`config.mk`:
```
export PLATFORM = sky130hd
export DESIGN_NAME = feature_loader_flat
export DESIGN_NICKNAME = d
export VERILOG_FILES = /design/src/rtl/gnn_pkg.sv /design/src/rtl/feature_loader_if.sv /design/src/rtl/feat_slot_rf.sv /design/src/rtl/feature_loader.sv /design/src/flat_wrapper.sv
export SDC_FILE = /design/constraint.sdc
export NUM_CORES = 1
export LEC_CHECK = 0
export BUFFER_PORTS_ARGS = -buffer_cell sky130_fd_sc_hd__buf_2
export CAP_MARGIN = 0
export CORE_ASPECT_RATIO = 1.1
export CORE_MARGIN = 2
export CORE_UTILIZATION = 28
export DETAILED_ROUTE_END_ITERATION = 7
export MAX_ROUTING_LAYER = met4
export PLACE_DENSITY = 0.57
export SETUP_SLACK_MARGIN = 0.4
export SYNTH_ARGS = -nofsm -noshare
export SYNTH_HDL_FRONTEND = slang
export SYNTH_HIERARCHICAL = 1
export SYNTH_SLANG_ARGS = --single-unit
```
`constraint.sdc`:
```
create_clock -name clk -period 2.1 [get_ports clk]
set_input_delay 0.42 -clock clk [delete_from_list [all_inputs] [get_ports clk]]
set_output_delay 0.42 -clock clk [all_outputs]
set_load 0.05 [all_outputs]
```
`src/rtl/gnn_pkg.sv`:
```
// Shared GNN definitions: feature geometry and the loader state encoding,
// used by both the feature loader and the aggregation stage.
package gnn_pkg;

  localparam int DEF_FEAT_SIZE = 5;
  localparam int NUM_NODES     = 4;
  localparam int NUM_FEAT      = 4;
  localparam int NUM_WORDS     = NUM_NODES * NUM_FEAT;
  localparam int IDX_W         = $clog2(NUM_WORDS);

  typedef enum logic [1:0] {
    ST_IDLE = 2'd0,
    ST_FILL = 2'd1,
    ST_EMIT = 2'd2
  } load_state_e;

  // Node-major slot position of feature `feat` of node `node`.
  function automatic int word_idx(input int node, input int feat);
    return node * NUM_FEAT + feat;
  endfunction

endpackage

```
`src/rtl/feature_loader_if.sv`:
```
// Input stream of the feature loader: valid/ready handshake plus data word.
// With FEATURE_LOADER_SOF_EN defined it also carries a start-of-frame flag.
interface feature_loader_if #(
  parameter int FEAT_SIZE = gnn_pkg::DEF_FEAT_SIZE
);

  logic                        in_valid;
  logic signed [FEAT_SIZE-1:0] in_data;
  logic                        in_ready;
`ifdef FEATURE_LOADER_SOF_EN
  logic                        in_sof;

  modport master (output in_valid, output in_data, output in_sof, input in_ready);
  modport slave  (input in_valid, input in_data, input in_sof, output in_ready);
`else
  modport master (output in_valid, output in_data, input in_ready);
  modport slave  (input in_valid, input in_data, output in_ready);
`endif

endinterface

```
`src/rtl/feat_slot_rf.sv`:
```
// Shadow store for words 0..14 of the frame being filled; word 15 never
// lands here because it is loaded straight into the output registers.
module feat_slot_rf
  import gnn_pkg::*;
#(
  parameter int FEAT_SIZE = DEF_FEAT_SIZE
) (
  input  logic                 clk,
  input  logic                 we_i,
  input  logic [IDX_W-1:0]     waddr_i,
  input  logic [FEAT_SIZE-1:0] wdata_i,
  output logic [FEAT_SIZE-1:0] slots_o [NUM_WORDS-1]
);

  logic [FEAT_SIZE-1:0] slot_q [NUM_WORDS-1];

  // NOTE: the store has no reset; a frame reaches the outputs only after
  // every slot has been rewritten, so stale contents are never visible.
  always_ff @(posedge clk) begin
    if (we_i && (waddr_i != IDX_W'(NUM_WORDS - 1))) begin
      slot_q[waddr_i] <= wdata_i;
    end
  end

  assign slots_o = slot_q;

endmodule

```
`src/rtl/feature_loader.sv`:
```
// Collects 16 feature words into a 4-node x 4-feature frame and presents it
// to the aggregation stage with a one-cycle strobe. Optional FEATURE_LOADER_SOF_EN.
module feature_loader
  import gnn_pkg::*;
#(
  parameter int FEAT_SIZE = DEF_FEAT_SIZE,
  parameter int CNT_W     = 8
) (
  input  logic                        clk,
  input  logic                        rst,
  feature_loader_if.slave             in_if,
  output logic                        out_ready_load,
  output logic signed [FEAT_SIZE-1:0] x0_n0, x1_n0, x2_n0, x3_n0,
  output logic signed [FEAT_SIZE-1:0] x0_n1, x1_n1, x2_n1, x3_n1,
  output logic signed [FEAT_SIZE-1:0] x0_n2, x1_n2, x2_n2, x3_n2,
  output logic signed [FEAT_SIZE-1:0] x0_n3, x1_n3, x2_n3, x3_n3,
  output logic [CNT_W-1:0]            frame_cnt
`ifdef FEATURE_LOADER_SOF_EN
  ,
  output logic [CNT_W-1:0]            drop_cnt
`endif
);

  load_state_e          state_q, state_d;
  logic [IDX_W-1:0]     idx_q, idx_d, wr_idx;
  logic                 hs, last_word;
  logic [FEAT_SIZE-1:0] slots [NUM_WORDS-1];
  logic [FEAT_SIZE-1:0] x_q [NUM_WORDS];
  logic [FEAT_SIZE-1:0] x_d [NUM_WORDS];
  logic [CNT_W-1:0]     frame_cnt_q, frame_cnt_d;

  // Reset wins over any handshake because ready drops with it.
  assign in_if.in_ready = ~rst;
  assign hs             = in_if.in_valid & in_if.in_ready;

`ifdef FEATURE_LOADER_SOF_EN
  logic             sof_hs;
  logic [CNT_W-1:0] drop_cnt_q, drop_cnt_d;

  // A start-of-frame word restarts the frame at slot 0; a partial frame is dropped.
  assign sof_hs     = hs & in_if.in_sof;
  assign wr_idx     = sof_hs ? '0 : idx_q;
  assign drop_cnt_d = (sof_hs && (idx_q != '0)) ? drop_cnt_q + CNT_W'(1) : drop_cnt_q;

  always_ff @(posedge clk) begin
    if (rst) drop_cnt_q <= '0;
    else     drop_cnt_q <= drop_cnt_d;
  end

  assign drop_cnt = drop_cnt_q;
`else
  assign wr_idx = idx_q;
`endif

  assign last_word = hs && (wr_idx == IDX_W'(NUM_WORDS - 1));
  assign idx_d     = hs ? wr_idx + IDX_W'(1) : idx_q;

  feat_slot_rf #(
    .FEAT_SIZE (FEAT_SIZE)
  ) u_slot_rf (
    .clk     (clk),
    .we_i    (hs),
    .waddr_i (wr_idx),
    .wdata_i (in_if.in_data),
    .slots_o (slots)
  );

  // NOTE: every combinational output is given its default first, so no
  // branch can leave it unassigned and infer a latch.
  always_comb begin
    state_d = state_q;
    case (state_q)
      ST_IDLE: if (hs)        state_d = ST_FILL;
      ST_FILL: if (last_word) state_d = ST_EMIT;
      ST_EMIT:                state_d = hs ? ST_FILL : ST_IDLE;
      default:                state_d = ST_IDLE;
    endcase
  end

  always_comb begin
    x_d         = x_q;
    frame_cnt_d = frame_cnt_q;
    if (last_word) begin
      for (int k = 0; k < NUM_WORDS - 1; k++) x_d[k] = slots[k];
      x_d[NUM_WORDS-1] = in_if.in_data;
      frame_cnt_d      = frame_cnt_q + CNT_W'(1);
    end
  end

  // NOTE: registers use non-blocking assignments so every one of them
  // updates from the values present before the edge.
  always_ff @(posedge clk) begin
    if (rst) begin
      state_q     <= ST_IDLE;
      idx_q       <= '0;
      x_q         <= '{default: '0};
      frame_cnt_q <= '0;
    end else begin
      state_q     <= state_d;
      idx_q       <= idx_d;
      x_q         <= x_d;
      frame_cnt_q <= frame_cnt_d;
    end
  end

  assign out_ready_load = (state_q == ST_EMIT);
  assign frame_cnt      = frame_cnt_q;

  assign x0_n0 = x_q[word_idx(0, 0)];
  assign x1_n0 = x_q[word_idx(0, 1)];
  assign x2_n0 = x_q[word_idx(0, 2)];
  assign x3_n0 = x_q[word_idx(0, 3)];
  assign x0_n1 = x_q[word_idx(1, 0)];
  assign x1_n1 = x_q[word_idx(1, 1)];
  assign x2_n1 = x_q[word_idx(1, 2)];
  assign x3_n1 = x_q[word_idx(1, 3)];
  assign x0_n2 = x_q[word_idx(2, 0)];
  assign x1_n2 = x_q[word_idx(2, 1)];
  assign x2_n2 = x_q[word_idx(2, 2)];
  assign x3_n2 = x_q[word_idx(2, 3)];
  assign x0_n3 = x_q[word_idx(3, 0)];
  assign x1_n3 = x_q[word_idx(3, 1)];
  assign x2_n3 = x_q[word_idx(3, 2)];
  assign x3_n3 = x_q[word_idx(3, 3)];

endmodule

```
`src/flat_wrapper.sv`:
```
// flat-port wrapper written by rule: the top's interface ports become plain ports
module feature_loader_flat import gnn_pkg::*;
#(
  parameter int FEAT_SIZE = DEF_FEAT_SIZE,
  parameter int CNT_W     = 8
)
  (clk, rst, out_ready_load, x0_n0, x1_n0, x2_n0, x3_n0, x0_n1, x1_n1, x2_n1, x3_n1, x0_n2, x1_n2, x2_n2, x3_n2, x0_n3, x1_n3, x2_n3, x3_n3, frame_cnt, in_if_in_valid, in_if_in_data, in_if_in_ready);
  feature_loader_if #(.FEAT_SIZE(FEAT_SIZE)) in_if_i ();
  input  logic clk;
  input  logic rst;
  output logic out_ready_load;
  output logic signed [FEAT_SIZE-1:0] x0_n0;
  output logic signed [FEAT_SIZE-1:0] x1_n0;
  output logic signed [FEAT_SIZE-1:0] x2_n0;
  output logic signed [FEAT_SIZE-1:0] x3_n0;
  output logic signed [FEAT_SIZE-1:0] x0_n1;
  output logic signed [FEAT_SIZE-1:0] x1_n1;
  output logic signed [FEAT_SIZE-1:0] x2_n1;
  output logic signed [FEAT_SIZE-1:0] x3_n1;
  output logic signed [FEAT_SIZE-1:0] x0_n2;
  output logic signed [FEAT_SIZE-1:0] x1_n2;
  output logic signed [FEAT_SIZE-1:0] x2_n2;
  output logic signed [FEAT_SIZE-1:0] x3_n2;
  output logic signed [FEAT_SIZE-1:0] x0_n3;
  output logic signed [FEAT_SIZE-1:0] x1_n3;
  output logic signed [FEAT_SIZE-1:0] x2_n3;
  output logic signed [FEAT_SIZE-1:0] x3_n3;
  output logic [CNT_W-1:0] frame_cnt;
  input wire logic [$bits(in_if_i.in_valid)-1:0] in_if_in_valid;
  input wire logic [$bits(in_if_i.in_data)-1:0] in_if_in_data;
  output wire logic [$bits(in_if_i.in_ready)-1:0] in_if_in_ready;
  assign in_if_i.in_valid = in_if_in_valid;
  assign in_if_i.in_data = in_if_in_data;
  assign in_if_in_ready = in_if_i.in_ready;
  feature_loader #(.FEAT_SIZE(FEAT_SIZE), .CNT_W(CNT_W)) u_core (.clk(clk), .rst(rst), .in_if(in_if_i), .out_ready_load(out_ready_load), .x0_n0(x0_n0), .x1_n0(x1_n0), .x2_n0(x2_n0), .x3_n0(x3_n0), .x0_n1(x0_n1), .x1_n1(x1_n1), .x2_n1(x2_n1), .x3_n1(x3_n1), .x0_n2(x0_n2), .x1_n2(x1_n2), .x2_n2(x2_n2), .x3_n2(x3_n2), .x0_n3(x0_n3), .x1_n3(x1_n3), .x2_n3(x2_n3), .x3_n3(x3_n3), .frame_cnt(frame_cnt));
endmodule
```
==> flow_summary.html <==
<table>
<tr><th>Metric</th><th>Value</th></tr>
<tr><th colspan="2">Synth</th></tr>
<tr><td>Flop and latch count out of synthesis</td><td>169</td></tr>
<tr><td>Syn nets</td><td>between 500 and 600</td></tr>
<tr><td>Unique cell type count in the Yosys netlist</td><td>36</td></tr>
<tr><td>Sequential element share of the synthesized area</td><td>0.678</td></tr>
<tr><td>Number of instances in the synthesized netlist</td><td>535</td></tr>
<tr><td>Post-synthesis average cell area</td><td>11.4 µm²</td></tr>
<tr><td>Yosys warning count</td><td>6</td></tr>
<tr><td>Post-Syn Area</td><td>6100 µm²</td></tr>
<tr><th colspan="2">Power</th></tr>
<tr><td>Cell internal power dissipation</td><td>5260 µW</td></tr>
<tr><td>Largest vdd supply drop</td><td>0.521 mV</td></tr>
<tr><td>Sequential power share</td><td>0.515</td></tr>
<tr><td>Combinational fraction of design power</td><td>0.027</td></tr>
<tr><td>Clk network pwr share</td><td>0.458</td></tr>
<tr><td>Fraction of power spent switching nets</td><td>0.217</td></tr>
<tr><td>Power density over the cells</td><td>about 890 nW/µm²</td></tr>
<tr><td>Leakage</td><td>0.00270 µW</td></tr>
<tr><td>Psw</td><td>1450 µW</td></tr>
<tr><th colspan="2">Drt</th></tr>
<tr><td>Count of TritonRoute iterations in the first routing pass</td><td>5</td></tr>
<tr><td>Routed met2 length</td><td>7350 µm</td></tr>
<tr><td>Detail-routed via count per cell</td><td>4.67</td></tr>
<tr><td>Post-DR wirelength/cell</td><td>16.3 µm</td></tr>
<tr><td>Remaining design rule violation count</td><td>0</td></tr>
<tr><td>Final ANT Viol Nets</td><td>0</td></tr>
<tr><td>DR WL met3</td><td>791 µm</td></tr>
<tr><td>Vias after detailed routing</td><td>4332</td></tr>
<tr><td>DRC marker count from the first detailed-route iteration</td><td>~300</td></tr>
<tr><td>Routed wire length</td><td>15200 µm</td></tr>
<tr><td>Post-Route M1 WL</td><td>6760 µm</td></tr>
<tr><td>Uppermost routed layer</td><td>met4</td></tr>
<tr><th colspan="2">Global route</th></tr>
<tr><td>Total global-route track usage</td><td>0.137</td></tr>
<tr><td>Initial antenna violation count</td><td>0</td></tr>
<tr><td>Number of global-route vias before repair</td><td>4027</td></tr>
<tr><td>First-pass GRT wire length</td><td>23100 µm</td></tr>
<tr><td>Largest net degree at the start of global routing</td><td>159</td></tr>
<tr><td>Remaining Overflow, GRT</td><td>0</td></tr>
<tr><th colspan="2">Setup path</th></tr>
<tr><td>Crit path kind</td><td>reg2out</td></tr>
<tr><td>Slowest CP cell</td><td>sky130_fd_sc_hd__dfxtp_1</td></tr>
<tr><td>Depth of the worst register-to-register path</td><td>3</td></tr>
<tr><td>Reg-to-reg critical path endpoint</td><td>u_core/u_slot_rf/slots_o[34]</td></tr>
<tr><td>RR Startpoint</td><td>u_core/idx_q[3]</td></tr>
<tr><td>Arrival time at the worst endpoint</td><td>1.21 ns</td></tr>
<tr><td>Buffers plus inverters on the worst setup path</td><td>1</td></tr>
<tr><td>Critical path data required time</td><td>between 1.5 and 2 ns</td></tr>
<tr><td>Top cell family by delay on the critical path</td><td>flip-flops</td></tr>
<tr><td>Ordered list of cells on the worst path</td><td>buf_2</td></tr>
<tr><td>Biggest cell delay along the critical path</td><td>between 0.4 and 0.5 ns</td></tr>
<tr><td>Startpoint kind of the worst setup timing path</td><td>register</td></tr>
<tr><td>Worst setup slack for register-to-register paths</td><td>0.49 ns</td></tr>
<tr><td>Worst-path fanout max</td><td>7</td></tr>
<tr><td>Capturing element type of the critical path</td><td>primary output</td></tr>
<tr><th colspan="2">Layout</th></tr>
<tr><td>Flip-flop count of the largest register after layout</td><td>75</td></tr>
<tr><td>Post-Route Utilization</td><td>0.353</td></tr>
<tr><td>Fraction of final layout cells with drive strength greater than 1</td><td>0.255</td></tr>
<tr><td>Total Nets Final</td><td>635</td></tr>
<tr><td>Area added between synthesis and finish</td><td>23.7%</td></tr>
<tr><td>Count of inserted antenna diode cells</td><td>0</td></tr>
<tr><th colspan="2">Clocking</th></tr>
<tr><td>Number of clock sinks</td><td>169</td></tr>
<tr><td>Hold-fix buffers at CTS</td><td>0</td></tr>
<tr><td>Maximum buffer depth of the clock tree</td><td>2</td></tr>
<tr><td>Clock tree from TritonCTS</td><td>built</td></tr>
<tr><td>Total CTS buffers</td><td>17</td></tr>
<tr><td>Clock network latency to the later pin of the worst-skew pair</td><td>0.42 ns</td></tr>
<tr><td>Clk slew on worst S/H paths</td><td>0.07 ns</td></tr>
<tr><td>Number of buffers inserted to repair setup after CTS</td><td>0</td></tr>
<tr><td>CTS H-Tree Depth</td><td>4</td></tr>
<tr><td>Clk Tree Root Cell</td><td>sky130_fd_sc_hd__clkbuf_16</td></tr>
<tr><th colspan="2">Die</th></tr>
<tr><td>Die span in y</td><td>159 µm</td></tr>
<tr><td>DIE AREA</td><td>23000 µm²</td></tr>
<tr><td>Die boundary width</td><td>145 µm</td></tr>
<tr><td>Initial cell density of the core</td><td>0.285</td></tr>
<tr><td>Row cnt</td><td>56</td></tr>
<tr><td>Standard cell core area</td><td>21400 µm²</td></tr>
<tr><td>Count of pins on the block boundary</td><td>98</td></tr>
<tr><th colspan="2">Job</th></tr>
<tr><td>Number of max-cap violations</td><td>0</td></tr>
<tr><th colspan="2">Placed design</th></tr>
<tr><td>Final weighted congestion of routability-driven global placement</td><td>0.744</td></tr>
<tr><td>DP Wirelength</td><td>9300 µm</td></tr>
<tr><td>Total of buffers placed on input and output ports</td><td>97</td></tr>
<tr><th colspan="2">STA</th></tr>
<tr><td>Worst-margin pin slew</td><td>0.566 ns</td></tr>
<tr><td>Worst Hold Margin</td><td>0.251 ns</td></tr>
<tr><td>TNS Setup</td><td>0 ns</td></tr>
<tr><td>Number of max-slew violations in the final report</td><td>0</td></tr>
<tr><td>Final Critical Period</td><td>approximately 1.6 ns</td></tr>
<tr><td>Highest Clock Rate</td><td>614 MHz</td></tr>
<tr><td>Setup violations, final</td><td>0</td></tr>
<tr><td>Worst slew margin</td><td>0.623</td></tr>
<tr><td>Count of final hold-check violations</td><td>0</td></tr>
<tr><td>Final Cycle Share</td><td>0.775</td></tr>
<tr><td>Unrepaired setup endpoints after global routing</td><td>no</td></tr>
<tr><td>Worst clock skew</td><td>0.0148 ns</td></tr>
<tr><th colspan="2">Hold path</th></tr>
<tr><td>Type of the most critical hold path</td><td>in2reg</td></tr>
<tr><td>Hold path startpoint</td><td>rst</td></tr>
<tr><td>Worst Hold Path Cells</td><td>2</td></tr>
<tr><td>End of the worst hold path</td><td>u_core/idx_q[3]</td></tr>
<tr><th colspan="2">Run status</th></tr>
<tr><td>Result of the run</td><td>finished clean</td></tr>
</table>
-- power by group through the flow --
stage                     clock, µW  combinational, µW  sequential (µW)
after floorplan                   0                112             3530
after global placement            0                182             3530
after detailed placement          0                182             3530
after global routing           3310                201             3460
after CTS                      3180                185             3460
final                          3080                181             3460
-- metal layers --
layer,GRT usage,vias to the layer above
li1,-,2144
met5,-,-
met4,0.0450,0
met3,0.0428,16
met1,0.166,2073
met2,0.217,99
-- cell usage after synthesis, drive strengths merged --
library cell / number / area share
dfxtp: 94 / 0.31
nand3: 86 / 0.071
a21oi: 85 / 0.070
o21ai: 85 / 0.070
edfxtp: 75 / 0.37
clkbuf: 29 / 0.018
buf: 19 / 0.028
nor2: 15 / 0.0092
nand4: 5 / 0.0062
nand2: 4 / 0.0025
nor3: 4 / 0.0041
and4: 3 / 0.0043
nand2b: 3 / 0.0031
nor2b: 3 / 0.0031
ha: 2 / 0.0041
inv: 2 / 0.0012
mux2i: 2 / 0.0033
nand3b: 2 / 0.0025
o311ai: 2 / 0.0029
o41ai: 2 / 0.0029
or2: 2 / 0.0021
or3: 2 / 0.0021
xor2: 2 / 0.0029
a31o: 1 / 0.0014
and3: 1 / 0.0010
and4b: 1 / 0.0016
nand4b: 1 / 0.0014
o211ai: 1 / 0.0012
or3b: 1 / 0.0014
xnor2: 1 / 0.0014
-- per-stage QoR --
stage          power [µW]  cells  cell area [µm²]  setup WS, ns
6_report             6720    928             7540         0.472
2_1_floorplan        3640    535             6130         0.182
3_5_place_dp         3710    895             6930         0.227
3_3_place_gp         3710    895             6930         0.292
4_1_cts              6820    928             7540         0.413
5_1_grt              6970    928             7540         0.405
-- worst reg2reg max path: stages, from the launching register on --
cell and delay [ns]:
sky130_fd_sc_hd__dfxtp_1 0.56, sky130_fd_sc_hd__buf_4 0.25, sky130_fd_sc_hd__nand2b_1 0.14, sky130_fd_sc_hd__nor2_2 0.33
-- area by class of cell --
type | count | area (µm²)
clock buffer | 20 | 437
timing repair buffer | 118 | 721
inverter | 2 | 7.51
sequential | 169 | 4140
fill | 2169 | 13800
tap | 290 | 363
multi-input combinational | 317 | 1730
clock inverter | 12 | 141
-- repair_timing --
| action | CTS | global route |
|---|---|---|
| gates resized for setup | 3 | 1 |
| pin swaps | 1 | 0 |
| cloned | 1 | 0 |
| setup endpoints to repair | 80 | 80 |
-- cell families (layout without fill, tap and decap cells) --
kind of cell | Yosys count | count (layout) | share of synthesized area
multiplexers | 2 | 2 | 0.00328
AND/OR/NAND/NOR | 133 | 134 | 0.115
flip-flops | 169 | 169 | 0.678
AO/OA/AOI/OAI | 176 | 176 | 0.148
XOR/XNOR | 3 | 3 | 0.00431
buffers and inverters | 50 | 152 | 0.0470
adder cells (fa/ha/maj) | 2 | 2 | 0.00410
-- worst max path at each step --
| stage | startpoint | end | slack [ns] | depth (start not counted) |
|---|---|---|---|---|
| after floorplan | rst | u_core/u_slot_rf/slots_o[70] | 0.18 | 6 |
| after global placement | rst | u_core/u_slot_rf/slots_o[31] | 0.29 | 4 |
| after detailed placement | u_core/idx_q[1] | u_core/x0_n1[1] | 0.23 | 5 |
| final | u_core/frame_cnt[2] | frame_cnt[2] | 0.47 | 1 |
| after global routing | u_core/idx_q[3] | u_core/x1_n2[0] | 0.41 | 4 |
| after CTS | u_core/idx_q[1] | u_core/x1_n2[0] | 0.41 | 5 |
-- cells in the final DEF, fill, tap and decap left out, types with 3 or more instances in the layout --
| cell type | count |
|---|---|
| sky130_fd_sc_hd__nor3_1 | 3 |
| sky130_fd_sc_hd__clkbuf_1 | 3 |
| sky130_fd_sc_hd__buf_12 | 6 |
| sky130_fd_sc_hd__inv_6 | 3 |
| sky130_fd_sc_hd__edfxtp_1 | 75 |
| sky130_fd_sc_hd__dfxtp_1 | 92 |
| sky130_fd_sc_hd__nand2b_1 | 3 |
| sky130_fd_sc_hd__buf_4 | 16 |
| sky130_fd_sc_hd__clkbuf_16 | 17 |
| sky130_fd_sc_hd__nand3_1 | 86 |
| sky130_fd_sc_hd__nor2_1 | 12 |
| sky130_fd_sc_hd__o21ai_0 | 85 |
| sky130_fd_sc_hd__a21oi_1 | 85 |
| sky130_fd_sc_hd__buf_2 | 96 |
| sky130_fd_sc_hd__nand4_1 | 4 |
| sky130_fd_sc_hd__nor2_2 | 3 |
| sky130_fd_sc_hd__nand2_1 | 4 |
No activity file was read; power rests on OpenSTA's default activity.
